--- src/rtl/johnson_phase_decoder.sv ---
// Decodes a registered W-bit Johnson counter code to a phase index and a one-hot strobe.
// It also tracks sequence lock, the wrap pulse and a saturating step-error count.
module johnson_phase_decoder #(
   parameter int unsigned W        = 4,
   parameter int unsigned LOCK_CNT = 3,
   parameter int unsigned CW       = 8
) (
   input  logic                     clk,
   input  logic                     rst,
   input  logic                     in_valid,
   input  logic [W-1:0]             in_code,
   input  logic                     err_clr,
   output logic                     out_valid,
   output logic [$clog2(2*W)-1:0]   phase,
   output logic [2*W-1:0]           phase_onehot,
   output logic                     illegal,
   output logic                     skip,
   output logic                     wrap,
   output logic                     locked,
   output logic [CW-1:0]            err_count
);

   localparam int unsigned PW = $clog2(2*W);
   localparam int unsigned NP = 2*W;
   localparam int unsigned RW = $clog2(LOCK_CNT+1);

   typedef enum logic [0:0] {HUNT, LOCKED} state_e;

   state_e         state_q;
   logic           out_valid_q;
   logic [PW-1:0]  phase_q;
   logic [NP-1:0]  onehot_q;
   logic           illegal_q;
   logic           skip_q;
   logic           wrap_q;
   logic           locked_q;
   logic [CW-1:0]  err_q;
   logic           prev_valid_q;
   logic [RW-1:0]  run_q;

   logic [PW-1:0]  pop_c;
   logic [PW-1:0]  phase_c;
   logic [W-1:0]   regen_c;
   logic           legal_c;
   logic [PW-1:0]  succ_c;
   logic           good_c;
   logic [NP-1:0]  onehot_c;
   logic [RW-1:0]  run_d;
   logic           err_bump_c;
   logic [CW-1:0]  err_d;

   // Decode phase from popcount, then regenerate the code to check legality.
   always_comb begin
      pop_c = '0;
      for (int i = 0; i < int'(W); i++) begin
         pop_c = pop_c + PW'(in_code[i]);
      end
      if (in_code[W-1] || (in_code == '0)) begin
         phase_c = pop_c;
      end else begin
         phase_c = PW'(NP) - pop_c;
      end
      if (phase_c <= PW'(W)) begin
         regen_c = ~({W{1'b1}} >> phase_c);
      end else begin
         regen_c = {W{1'b1}} >> (phase_c - PW'(W));
      end
      legal_c  = (regen_c == in_code);
      onehot_c = NP'(1) << phase_c;
   end

   // phase_q doubles as the previous phase; prev_valid_q says whether it counts.
   always_comb begin
      succ_c     = (phase_q == PW'(NP-1)) ? '0 : phase_q + PW'(1);
      good_c     = prev_valid_q && legal_c && (phase_c == succ_c);
      run_d      = !good_c ? RW'(1) :
                   (run_q >= RW'(LOCK_CNT)) ? run_q : run_q + RW'(1);
      err_bump_c = in_valid && (state_q == LOCKED) && !good_c;
      err_d      = (err_q == '1) ? err_q : err_q + CW'(1);
   end

   always_ff @(posedge clk or posedge rst) begin
      if (rst) begin
         state_q      <= HUNT;
         out_valid_q  <= 1'b0;
         phase_q      <= '0;
         onehot_q     <= '0;
         illegal_q    <= 1'b0;
         skip_q       <= 1'b0;
         wrap_q       <= 1'b0;
         locked_q     <= 1'b0;
         err_q        <= '0;
         prev_valid_q <= 1'b0;
         run_q        <= '0;
      end else begin
         illegal_q <= 1'b0;
         skip_q    <= 1'b0;
         wrap_q    <= 1'b0;
         if (in_valid) begin
            if (!legal_c) begin
               out_valid_q  <= 1'b0;
               onehot_q     <= '0;
               illegal_q    <= 1'b1;
               prev_valid_q <= 1'b0;
               run_q        <= '0;
               state_q      <= HUNT;
               locked_q     <= 1'b0;
            end else begin
               out_valid_q  <= 1'b1;
               phase_q      <= phase_c;
               onehot_q     <= onehot_c;
               prev_valid_q <= 1'b1;
               if (state_q == HUNT) begin
                  run_q  <= run_d;
                  skip_q <= prev_valid_q && !good_c;
                  if (run_d >= RW'(LOCK_CNT)) begin
                     state_q  <= LOCKED;
                     locked_q <= 1'b1;
                  end
               end else if (good_c) begin
                  wrap_q <= (phase_q == PW'(NP-1)) && (phase_c == '0);
               end else begin
                  state_q  <= HUNT;
                  locked_q <= 1'b0;
                  skip_q   <= 1'b1;
                  run_q    <= RW'(1);
               end
            end
         end
         // Clear takes priority over a same-cycle error increment.
         if (err_clr) begin
            err_q <= '0;
         end else if (err_bump_c) begin
            err_q <= err_d;
         end
      end
   end

   assign out_valid    = out_valid_q;
   assign phase        = phase_q;
   assign phase_onehot = onehot_q;
   assign illegal      = illegal_q;
   assign skip         = skip_q;
   assign wrap         = wrap_q;
   assign locked       = locked_q;
   assign err_count    = err_q;

endmodule

--- config.mk ---
export PLATFORM = sky130hd
export DESIGN_NAME = johnson_phase_decoder
export DESIGN_NICKNAME = d
export VERILOG_FILES = /design/src/rtl/johnson_phase_decoder.sv
export SDC_FILE = /design/constraint.sdc
export NUM_CORES = 1
export LEC_CHECK = 0
export BUFFER_PORTS_ARGS = -buffer_cell sky130_fd_sc_hd__buf_2
export CAP_MARGIN = 15
export CELL_PAD_IN_SITES_DETAIL_PLACEMENT = 1
export CELL_PAD_IN_SITES_GLOBAL_PLACEMENT = 1
export CORE_MARGIN = 3
export CORE_UTILIZATION = 39
export DETAILED_ROUTE_END_ITERATION = 8
export GPL_ROUTABILITY_DRIVEN = 0
export GPL_TIMING_DRIVEN = 0
export PLACE_DENSITY_LB_ADDON = 0.1
export SKIP_LAST_GASP = 1
export SLEW_MARGIN = 20
export SYNTH_ARGS = -nofsm -noshare
export SYNTH_HDL_FRONTEND = slang
export SYNTH_SLANG_ARGS = --single-unit
--- constraint.sdc ---
create_clock -name clk -period 3 [get_ports clk]
set_input_delay 0.15 -clock clk [delete_from_list [all_inputs] [get_ports clk]]
set_output_delay 0.15 -clock clk [all_outputs]
set_load 0.01 [all_outputs]
* Word-level counts from Yosys, hierarchy flattened
Index checks and enable logic that the tools add are counted.
** Operators by class
- Add/subtract/negate cells :: 8
- Order comparisons :: 3
- Equal/unequal tests :: 7
- Shift-type cells :: 3
- Multiplexer cells :: 31
- Bitwise gates (word level) :: 1
- Reductions and logical operators :: 15
** Operators by type and width (number)
- $mux W8 :: 4
- $mux W1 :: 19
- $mux W2 :: 5
- $add A8 B1 Y8 const B :: 1
- $eq A8 B8 Y1 const B :: 1
- $shl A1 B3 Y8 const A :: 1
- $shr A4 B3 Y4 const A :: 2
- $logic_and A1 B1 Y1 :: 6
- $mux W3 :: 2
- $reduce_and A2 Y1 :: 3
- $eq A4 B4 Y1 :: 1
- $ge A2 B2 Y1 const B :: 2
- $logic_not A4 Y1 :: 1
- $mux W4 :: 1
- $not A4 Y4 :: 1
- $add A2 B1 Y3 :: 1
- $add A3 B1 Y3 :: 1
- $add A3 B1 Y3 const B :: 1
- $eq A3 B3 Y1 :: 1
- $eq A3 B3 Y1 const B :: 1
- $le A3 B3 Y1 const B :: 1
- $logic_not A3 Y1 :: 1
- $ne A3 B2 Y1 const B :: 1
- $ne A3 B3 Y1 const B :: 1
- other kinds (9) :: 9
** Word-level totals
- Register bits after elaboration :: 27
- Bits of input ports :: 8
- Output and inout bits :: 24
- Word-level logic and storage cells :: 78

* Logic depth before layout (Yosys ltp)
Gate-level depths: netlist of run 1.
- Depth after elaboration :: 16
- Gate-level depth with buffers :: 16
- Gate-level depth less buffers :: 14

* Least setup slack after synthesis of run 1
OpenSTA, ideal clock, no wires.
- Kind :: input to register
- From :: input port in_code[0]
- To :: register err_q[2] (netlist: err_count[2])
- Setup time :: 0.125 ns
- Arrival :: 3.463 ns
- Required time :: 2.875 ns
- Setup slack :: -0.588 ns
- Cell stages on the path :: 16
- Buffers on the path :: 2
- Cells stage by stage :: fa_1 ha_1 inv_1 ha_1 nor2_1 and3_1 or2_2 clkbuf_1 inv_1 ha_1 xnor2_1 o311ai_4 nor4_4 buf_6 nor3b_2 mux2_4
** On the way
- Cells in the longest elaborated chain, start to end :: 15
- Elaborated cells between the ends (all ways) :: 21
- Those cells by class :: add/sub: 5; order compare: 1; eq/ne: 2; shift: 2; mux: 2; bitwise: 1; reduce/logical: 8
** RTL lines
- start: declaration :: line 11 : input logic [W-1:0] in_code,
- $add A1 B1 Y2 :: line 56 : pop_c = pop_c + PW'(in_code[i]);
- $add A2 B1 Y3 :: line 56
- $add A3 B1 Y3 :: line 56
- $sub A1 B3 Y3 :: line 61 : phase_c = PW'(NP) - pop_c;
- $mux W3 * :: line 58 : if (in_code[W-1] || (in_code == '0)) begin
- named net phase_c[0] :: line 42 : logic [PW-1:0] phase_c;
- $sub A3 B3 Y3 or $shr A4 B3 Y4 (tied branches) :: line 66, 64
- $shr A4 B3 Y4 or $not A4 Y4 (tied branches) :: line 66, 64
- $mux W4 :: line 63 : if (phase_c <= PW'(W)) begin
- $eq A4 B4 Y1 :: line 68 : legal_c = (regen_c == in_code);
- $logic_and A1 B1 Y1 :: line 75 : good_c = prev_valid_q && legal_c && (phase_c == succ_c);
- $logic_and A1 B1 Y1 * :: line 75
- $logic_not A1 Y1 * :: line 78 : err_bump_c = in_valid && (state_q == LOCKED) && !good_c;
- $logic_and A1 B1 Y1 * :: line 78
- $reduce_bool A2 Y1 (no source line) *
- $reduce_and A2 Y1 (no source line) *
- end signal: assignment :: line 134 : err_q <= err_d;
- end: declaration :: line 37 : logic [CW-1:0] err_q;
Mark *: on every way through the listed nets, which the timed path passes. The rest lies on a longest branch.
A chain may end at the register's enable or synchronous reset.

* Final worst setup path of run 1
- From :: input port in_code[3]
- To :: register err_q[6] (netlist: err_count[6])
** On the way
- Cells in the longest elaborated chain, start to end :: 13
- Elaborated cells between the ends (all ways) :: 19
- Those cells by class :: add/sub: 3; order compare: 1; eq/ne: 2; shift: 2; mux: 2; bitwise: 1; reduce/logical: 8
** RTL lines (line)
- $add A3 B1 Y3 or $logic_not A4 Y1 (tied branches) :: 56, 58
- $sub A1 B3 Y3 or $logic_or A1 B1 Y1 (tied branches) :: 61, 58
- $mux W3 * :: 58
- named net phase_c[0] :: 42
- $sub A3 B3 Y3 or $shr A4 B3 Y4 (tied branches) :: 66, 64
- $shr A4 B3 Y4 or $not A4 Y4 (tied branches) :: 66, 64
- $mux W4 :: 63
- $eq A4 B4 Y1 :: 68
- $logic_and A1 B1 Y1 :: 75
- $logic_and A1 B1 Y1 * :: 75
- $logic_not A1 Y1 * :: 78
- $logic_and A1 B1 Y1 * :: 78
- $reduce_bool A2 Y1 (no source line) *
- $reduce_and A2 Y1 (no source line) *
Marks and branches as above.

==> summary.md, run 1 <==
| Metric | Value |
|---|---|
| Run status | finished with violations |
| Failing checks | setup timing |
| Cell row count | 23 |
| DR WL/cell | approximately 19 microns |
| Sequential share of power | 33.5% |
| Die W | between 70 and 80 microns |
| Clock transition at path regs | approximately 100 ps |
| DIE HEIGHT | between 70 and 80 microns |
| Via count | between 1,500 and 2,000 |
| Overall Global Routing Usage | 20.6% |
| WP data required | 3170 ps |
| Final period utilization | 109% |
| Reg2reg path depth | 8 |
| Mapped cell area | 1740 sq um |
| Largest net degree at the start of global routing | 28 |
| Yosys warns | 0 |
| Antenna Cells | 0 |
| Final slew viol count | 0 |
| H-Tree Depth | 1 |
| HPWL Detailed | 3.41 mm |
| Crit path kind | in -> reg |
| WP data arrival | ~3400 ps |
| Reg2reg start | phase[0] |
| Total grt overflow | 0 |
| Syn nets | ~200 |
| Final setup fails | 23 |
| Net Sw Power | 476 uW |
| Fillcell total | 472 |
| Routed wire length | 5.31 mm |
| FF-to-FF setup slack | 200 ps |
| CTS Buf Count | 3 |
| Layout cells sized above 1 | 49.4% |
| Combinational Power Share | between 40% and 50% |
| RSZ-0062 raised after global routing | true |
| Pwr Total | around 1.3 mW |
| GR Layer Usage met1 | 25.2% |
| Root Driver | clkbuf_8 |
| CTS sink cnt | 27 |
| Power density over the cells | 516 nW/um^2 |
| Hold Path Cell Cnt | 3 |
| Via-to-Cell Ratio | 5.56 |
| GR Layer Usage met2 | 37.5% |
| Fraction of registers with async set/reset | 100% |
| Vias in the first global route | 1,666 |
| Leakage Power | 1.09 nW |
| Rel. slew slack | 57.4% |
| Global-route wire length before repair | about 8.5 mm |
| Synth cell count leaders | 27 x dfrtp_1, 19 x inv_1, 15 x nor2_1 |
| Clk_lat worst skew | 280 ps |
| Core footprint | 4140 sq um |
| Setup TNS | -3160 ps |
| Reg-to-Reg End | err_count[2] |
| Drt drc | 0 |
| Worst Setup Start Kind | primary input |
| Starting Density | 42.1% |
| Slew @ Worst Pin | approximately 640 ps |
| Critical Path Fanout Max | 5 |
| Syn Area/Cell | ~9.9 sq um |
| TritonRoute pass-1 iters | 4 |
| P_int | approximately 810 uW |
| Initial DRC count | 83 |
| Sw frac | 37.1% |
| Final WS setup | -264 ps |
| Fin area | 2490 sq um |
| Flops & latches, synth | 27 |
| Max cap viols | 0 |
| Met3 GRT Util | 3.58% |
| IO Port Bufs | 31 |
| Top Ports | 32 |
| Crit path time final | around 3300 ps |
| Post-Synthesis Cells | between 150 and 200 |
| EDFF count, synth | 0 |
| CP Launch Point | in_code[3] |
| Maximum clock path buffer count | 2 |
| Post-synth top area share | 38.7% |
| Synth-to-layout area growth | 42.7% |
| Post-synthesis sequential area ratio | 38.7% |
| # nets final | 251 |
| CP endpoint kind | flop |
| Die Footprint | 5310 sq um |
| Critical-path top delay cell | fa_2 |
| Hold crit path type | in -> reg |
| Initial antenna violation count | 0 |
| Setup WS pre-CTS | -889 ps |
| Peak VDD IR | 257 uV |
| TritonCTS clock tree | built |
| Max Fclk | 306 MHz |
| Worst path cell trace | buf_8 > fa_2 > ha_4 > inv_6 > ha_4 > nor3_4 > nor2_4 > nor2_4 > inv_2 > ha_4 > and3_4 > o311ai_4 > nor4_4 > nor4_2 > mux2_2 |
| Most used cell, CP | ha_4 |
| Post-synth cell types | 48 |
| Top-count cell post-synth | dfrtp_1 |
| Dominant synthesized flop cell | dfrtp_1 |
| Final-report hold violation count | 0 |
| Placed cell area | just over 2000 sq um |
| Power share of the clock group | 16.9% |
| Worst Setup EP | err_count[6] |
| Synth top area cells | dfrtp_1 39%, ha_1 7.2%, inv_1 4.1%, mux2_2 3.2%, nor2_1 3.2% |
| DRT antenna net count | 0 |
| Min-delay src | in_valid |
| CP peak stage delay | 620 ps |
| Post-synth top area cell | dfrtp_1 |
| Setup Skew | 7.58 ps |
| Gr busiest metal | met2 |
[routing by layer]
metal,routed length [microns],vias to the layer above
li1,-,732
met1,2170,789
met2,2870,36
met3,209,6
met4,66,0
met5,0,-
[critical path, delay by kind of cell]
kind	cells	cell delay [ps]
AND/OR/NAND/NOR	6	1050
multiplexers	1	380
AO/OA/AOI/OAI	1	370
adder cells (fa/ha/maj)	4	1240
buffers and inverters	3	250
[power groups by stage]
stage	clock, mW	combinational (mW)	sequential [mW]
after floorplan	0	0.324	0.442
after global placement	0	0.433	0.432
after detailed placement	0	0.451	0.435
after CTS	0.219	0.573	0.428
after global routing	0.233	0.685	0.435
final	0.217	0.638	0.430
[flip-flops by register name (all words and copies together) (netlist names)]
signal and flops:
prev_valid_q 1, illegal 1, run_q 2, locked 1, err_count 8, wrap 1, skip 1, phase_onehot 8
state_q 1, phase 3
[timing repair]
item,4_1_cts,5_1_grt
buffers inserted,15,5
setup endpoints to repair,27,27
cloned,1,0
hold buffers,0,1
hold endpoints to repair,0,27
gates resized for setup,36,16
pin swaps,31,10
[per-stage QoR]
step	hold WS [ps]	std cells	utilization (%)
floorplan	203	177	-
global placement	437	258	49.5
detailed placement	469	258	49.5
CTS	164	277	57.5
global route	235	281	60.1
finish	209	281	60.1
[area by class of cell]
cell class                      count  area, sq um  share of cell area (%)
Multi-Input combinational cell    124         1240                    49.7
Sequential cell                    27          676                    27.1
Timing Repair Buffer               51          355                    14.3
Inverter                           19         78.8                    3.17
Tap cell                           50         62.6                    2.51
Clock buffer                        4         45.0                    1.81
Buffer                              6         33.8                    1.36
[cells by family (layout without fill, tap and decap cells)]
kind of cell	Yosys count	count (layout)	share of synthesized area, %
adders and majority gates	11	11	8.32
and+or+nand+nor	65	65	22.1
xor gates and xnor gates	5	5	4.52
buffers and inverters	26	80	6.24
DFF	27	27	38.7
muxes	7	7	4.95
AOI/OAI and AO/OA	36	36	15.1
[layout by cell type (no fill, tap or decap), drive strengths merged, types with 2 or more instances in the layout]
cell type | synthesis | routed
and3 | 3 | 3
buf | 2 | 52
or2 | 2 | 2
o311ai | 2 | 2
clkbuf | 5 | 8
mux2 | 7 | 7
o21a | 2 | 2
nand2 | 9 | 9
dfrtp | 27 | 27
o21ai | 7 | 7
nor2b | 6 | 6
or3 | 3 | 3
a21oi | 11 | 11
o22ai | 5 | 5
xnor2 | 3 | 3
nor2 | 15 | 15
inv | 19 | 19
and2 | 2 | 2
xnor3 | 2 | 2
o32ai | 3 | 3
ha | 10 | 10
nor4 | 4 | 4
nand3 | 8 | 8
nor3 | 6 | 6
or4 | 2 | 2
[how the worst min path moves through the flow]
stage	end	slack [ps]
2_1_floorplan	err_count[0]	200
4_1_cts	locked	160
6_report	state_q	210
3_5_place_dp	locked	470
5_1_grt	state_q	240
3_3_place_gp	locked	440
(Power assumes the default switching activity.)
==> run 2, diff against run 1 <==
--- a/config.mk
+++ b/config.mk
@@ -14,7 +14,7 @@
 export DETAILED_ROUTE_END_ITERATION = 8
 export GPL_ROUTABILITY_DRIVEN = 0
 export GPL_TIMING_DRIVEN = 0
-export PLACE_DENSITY_LB_ADDON = 0.1
+export PLACE_DENSITY = 0.71
 export SKIP_LAST_GASP = 1
 export SLEW_MARGIN = 20
 export SYNTH_ARGS = -nofsm -noshare
==> summary.md, run 2 (synthesis gave the netlist of run 1 again) <==
| Metric | Value |
|---|---|
| Initial antenna violation count | 0 (unchanged) |
| Root Driver | clkbuf_8 |
| Total grt overflow | 0 (unchanged) |
| TritonCTS clock tree | built |
| CTS Buf Count | 3 (unchanged) |
| Hold slack | 227 ps (+18.6 ps) |
| Setup Skew | 1.05 ps (-6.52 ps) |
| Crit path kind | in -> reg |
| Vias in the first global route | 1,737 (+4.3%) |
| Final-report hold violation count | 0 (unchanged) |
| Hold EP | wrap |
| Via count | 1,556 (-0.45%) |
| CTS sink cnt | 27 (unchanged) |
| Crit path time final | 3250 ps (-14.3 ps) |
| Reg-to-Reg End | err_count[2] |
| Commonest non-fill, non-tap cells in the layout | 29 x buf_2, 27 x dfrtp_1, 17 x buf_4, 15 x inv_1, 12 x nor2_1 |
| Top Ports | 32 (unchanged) |
| Reg2reg path depth | 8 (unchanged) |
| WP data arrival | 3460 ps (+20 ps) |
| Global-route wire length before repair | 9.03 mm (+6.0%) |
| Core footprint | 4140 sq um (unchanged) |
| Routed wire length | 5.38 mm (+1.2%) |
| Die Footprint | 5310 sq um (unchanged) |
| Cell row count | 23 (unchanged) |
| M1 wire length | 2.16 mm (about the same) |
| Max layer used | met4 |
| Hold crit path type | in -> reg |
| Via-to-Cell Ratio | 5.54 (-0.45%) |
| H-Tree Depth | 1 (unchanged) |
| Non-filler instance count after layout | 281 (unchanged) |
| HPWL Detailed | 3.47 mm (+1.8%) |
| Critical Path Fanout Max | 8 (+3) |
| RSZ-0062 raised after global routing | true |
| Antenna Cells | 0 (unchanged) |
| Largest net degree at the start of global routing | 28 (unchanged) |
| Final WS setup | -250 ps (+14.3 ps) |
| CP endpoint kind | flop |
| TritonRoute pass-1 iters | 4 (unchanged) |
| IO Port Bufs | 31 (unchanged) |
| WP data required | 3210 ps (+40 ps) |
| DIE HEIGHT | 72.9 microns (unchanged) |
| Max Fclk | 308 MHz (+0.44%) |
| Min-delay src | in_valid |
| Rel. slew slack | 56.1% (-1.4 points) |
| Clk_lat worst skew | 280 ps (about the same) |
| Leakage Power | 1.08 nW (-0.82%) |
| Die W | 72.9 microns (unchanged) |
| Power density over the cells | 514 nW/um^2 (-0.41%) |
| FF-to-FF setup slack | 350 ps (+150 ps) |
| Layout cells sized above 1 | 47.2% (-2.2 points) |
| Final period utilization | 108% (-0.48 points) |
| Run status | finished with violations |
| Starting Density | 42.1% (unchanged) |
| # nets final | 251 (unchanged) |
| Setup TNS | -2650 ps (+513 ps) |
| DRT antenna net count | 0 (unchanged) |
| Placed cells | 258 (unchanged) |
| Failing checks | setup timing |
| Peak VDD IR | 201 uV (-22%) |
| Final setup fails | 24 (+4.3%) |
| Worst Setup Start Kind | primary input |
| Max cap viols | 0 (unchanged) |
| Initial DRC count | 16 (-81%) |
| Final Util | 59.8% (-0.24 points) |
| Commonest non-fill, non-tap cell in the layout | buf_2 |
| Hold Path Cell Cnt | 3 (unchanged) |
| Reg2reg start | phase[0] |
| Slew @ Worst Pin | 659 ps (+20.3 ps) |
| Clock transition at path regs | 90 ps (about the same) |
| Synth-to-layout area growth | 42.1% |
| Final slew viol count | 0 (unchanged) |
| Met3 WL post-DR | 156 microns (-25%) |
| Met2 WL | 2.96 mm (+3.0%) |
| Drt drc | 0 (unchanged) |
| Maximum clock path buffer count | 2 (unchanged) |
| Overall Global Routing Usage | 22.2% (+1.6 points) |
| DR WL/cell | 19.1 microns (+1.2%) |
==> run 2: how the worst max path moves through the flow <==
stage	cells after the start	startpoint	end	slack, ps
final	17	in_code[1]	err_count[7]	-250
after global routing	17	in_code[1]	err_count[7]	-390
after CTS	17	in_code[1]	err_count[7]	-120
after detailed placement	15	in_code[1]	err_count[6]	-890
after global placement	15	in_code[1]	phase[2]	-800
after floorplan	16	in_code[3]	err_count[2]	-440
==> run 2: repair_timing <==
action	in CTS	in global routing
setup buffers	15	5
setup endpoints to repair	27	27
pin swaps	22	14
endpoints found under the hold margin	0	27
hold buffers	0	1
resized for setup	24	23
gates cloned	0	0
==> run 2: per-layer routing <==
metal  up-vias  track usage (%)
met5         -                0
met4         0             6.35
met3        10             3.31
met2        29             42.3
met1       785             25.3
li1        732                -
==> run 2: final cells by class <==
class | count | area, sq um
Timing Repair Buffer | 51 | 340
Clock inverter | 1 | 5.00
Sequential cell | 27 | 676
Fill cell | 462 | 1670
Tap cell | 50 | 62.6
Buffer | 6 | 33.8
Clock buffer | 3 | 41.3
Multi-Input combinational cell | 124 | 1240
Inverter | 19 | 78.8
==> run 2: report_power, final <==
part / internal (mW) / switching (mW) / total (mW)
clock: 0.0933 / 0.118 / 0.211
sequential: 0.397 / 0.0308 / 0.428
combinational: 0.315 / 0.320 / 0.635
==> run 2: worst max-delay path, stage by stage <==
cell and delay (ps):
buf_12 100, fa_2 620, ha_4 180, xnor2_4 140, ha_4 240, nor3_4 230
nor2_4 70, nor2_4 100, inv_2 50, ha_4 160, and3_4 160, o311ai_4 390
nor4_4 100, buf_6 170, buf_6 110, or3_1 330, a21oi_1 140
==> run 2: metrics by stage <==
| step | area, sq um | setup WS, ps | power (mW) |
|---|---|---|---|
| floorplan | 1830 | -445 | 0.765 |
| global placement | 2050 | -798 | 0.862 |
| detailed placement | 2050 | -887 | 0.889 |
| CTS | 2320 | -124 | 1.20 |
| global route | 2480 | -390 | 1.35 |
| finish | 2480 | -250 | 1.27 |
==> run 3, diff against run 2 <==
--- a/config.mk
+++ b/config.mk
@@ -9,8 +9,9 @@
 export CAP_MARGIN = 15
 export CELL_PAD_IN_SITES_DETAIL_PLACEMENT = 1
 export CELL_PAD_IN_SITES_GLOBAL_PLACEMENT = 1
-export CORE_MARGIN = 3
+export CORE_MARGIN = 2
 export CORE_UTILIZATION = 39
+export CTS_BUF_LIST = sky130_fd_sc_hd__clkbuf_16
 export DETAILED_ROUTE_END_ITERATION = 8
 export GPL_ROUTABILITY_DRIVEN = 0
 export GPL_TIMING_DRIVEN = 0
==> constraint.sdc (replaced) <==
create_clock -name clk -period 3.9 [get_ports clk]
set_input_delay 0.195 -clock clk [delete_from_list [all_inputs] [get_ports clk]]
set_output_delay 0.195 -clock clk [all_outputs]
set_load 0.01 [all_outputs]
==> summary.md, run 3 (synthesis gave the netlist of run 1 again) <==
| Metric | Value |
|---|---|
| TritonRoute pass-1 iters | 4 (unchanged) |
| Crit path time final | 3680 ps |
| Initial DRC count | 49 (+33) |
| Via count | 1,455 (-6.5%) |
| RSZ-0062 raised after global routing | false |
| Failing checks | hold timing |
| CTS sink cnt | 27 (unchanged) |
| Clk_lat worst skew | 270 ps (about the same) |
| Peak VDD IR | 164 uV (-19%) |
| Final setup fails | 0 (-100%) |
| Top Ports | 32 (unchanged) |
| Commonest non-fill, non-tap cell in the layout | buf_2 |
| Die Footprint | 5020 sq um (-5.4%) |
| Synth-to-layout area growth | 19.9% |
| Critical-path top delay cell | fa_1 |
| Final period utilization | 94.3% |
| DIE HEIGHT | 70.9 microns (-2.7%) |
| Commonest non-fill, non-tap cells in the layout | 31 x buf_2, 27 x dfrtp_1, 17 x inv_1, 14 x nor2_1, 10 x a21oi_1 |
| Final slew viol count | 0 (unchanged) |
| WP data arrival | 3830 ps (+370 ps) |
| Die W | 70.9 microns (-2.7%) |
| Overall Global Routing Usage | 18.3% (-3.9 points) |
| Crit path kind | in -> reg |
| Delay-heaviest family, CP | adder cells |
| CP endpoint kind | flop |
| Hold crit path type | in -> async |
| TritonCTS clock tree | built |
| Largest net degree at the start of global routing | 28 (unchanged) |
| DRT antenna net count | 0 (unchanged) |
| Buf/Inv on CP | 3 (-1) |
| Core footprint | 4320 sq um (+4.3%) |
| Routed wire length | 4.39 mm (-18%) |
| Rel. slew slack | 61.5% (+5.4 points) |
| Hold slack | -16.6 ps (-244 ps) |
| Power density over the cells | 428 nW/um^2 (-17%) |
| Pwr Total | 895 uW (-30%) |
| # hold bufs at CTS | 0 (unchanged) |
| Max Fclk | ~270 MHz |
| CTS Buf Count | 3 (unchanged) |
| Setup TNS | 0 ps (+2650 ps) |
| Via-to-Cell Ratio | 5.51 (-0.47%) |
| Run status | finished with violations |
| Root Driver | clkbuf_16 |
| Worst path cell trace | buf_2 > fa_1 > ha_1 > xnor2_2 > ha_2 > nor2_1 > and3_1 > or2_2 > inv_1 > ha_1 > xnor2_2 > o311ai_4 > nor4_4 > buf_6 > nor3b_2 > mux2_4 |
| Clock transition at path regs | 70 ps (-20 ps) |
| HPWL Detailed | 3.31 mm (-4.5%) |
| Max cap viols | 0 (unchanged) |
| Final Util | 48.4% (-11 points) |
| # nets final | 232 (-7.6%) |
| Setup Skew | 4.32 ps (+3.27 ps) |
| Drt drc | 0 (unchanged) |
| CP peak stage delay | 540 ps (-80 ps) |
| Total grt overflow | 0 (unchanged) |
| Final-report hold violation count | 27 (+27) |
| WP data required | 4050 ps (+840 ps) |
| DR WL/cell | 16.6 microns (-13%) |
| Leakage Power | 0.947 nW (-13%) |
| Starting Density | 40.3% (-1.8 points) |
| Slew @ Worst Pin | 577 ps (-82.2 ps) |
| Layout cells sized above 1 | 32.1% (-15 points) |
| Critical Path Fanout Max | 10 (+2) |
| Antenna Cells | 0 (unchanged) |
| Worst Setup Start Kind | primary input |
| H-Tree Depth | 1 (unchanged) |
| Global-route wire length before repair | 7.28 mm (-19%) |
| Cell row count | 24 (+4.3%) |
| Vias in the first global route | 1,534 (-12%) |
| Maximum clock path buffer count | 2 (unchanged) |
| IO Port Bufs | 31 (unchanged) |
| Initial antenna violation count | 0 (unchanged) |
[run 3: final timing paths]
| path | start | endpoint | slack (ps) | depth (start not counted) |
|---|---|---|---|---|
| setup reg to reg | phase[0] | err_count[2] | 1290 | 8 |
| hold / removal | rst | phase_onehot[4] | -20 | 2 |
| max in group asynchronous | rst | prev_valid_q | 3540 | 2 |
| hold reg to reg | phase_onehot[6] | phase_onehot[6] | 530 | 2 |
| setup / recovery | in_code[0] | err_count[2] | 220 | 16 |
| min in group clk | in_valid | state_q | 260 | 3 |
[run 3: final cells by class]
cell class                 instances  area (sq um)
fill                             518          2230
multi-input combinational        124          1000
sequential                        27           676
timing repair buffer              32           163
clock buffer                       3          75.1
inverter                          19          71.3
tap                               52          65.1
buffer                             6          33.8
clock inverter                     1          5.00
[run 3: through the flow]
| stage | hold WS (ps) | instance area [sq um] | instances | worst slack [ps] |
|---|---|---|---|---|
| 3_3_place_gp | 472 | 1960 | 260 | -308 |
| 4_1_cts | 229 | 2050 | 263 | 27.4 |
| 6_report | -16.6 | 2090 | 264 | 223 |
| 5_1_grt | 45.1 | 2090 | 264 | 3.79 |
| 3_5_place_dp | 514 | 1960 | 260 | -427 |
| 2_1_floorplan | 248 | 1740 | 177 | 267 |
[run 3: layer usage]
| metal | global-route usage, % | part of all wire (%) |
|---|---|---|
| met3 | 1.71 | 2.1 |
| met2 | 32.7 | 51 |
| met1 | 23.0 | 45 |
| met5 | 0 | 0 |
| met4 | 6.29 | 1.5 |
[run 3: repair_timing]
action,CTS,global route
resized for setup,2,6
setup endpoints to repair,8,12
setup buffers,0,1
pin swaps,0,4
[run 3: power by group]
| group | internal, mW | switching [mW] | leakage (nW) |
|---|---|---|---|
| logic | 0.147 | 0.180 | 0.539 |
| clock network | 0.139 | 0.101 | 0.0409 |
| registers | 0.306 | 0.0216 | 0.367 |
| total | 0.592 | 0.303 | 0.947 |
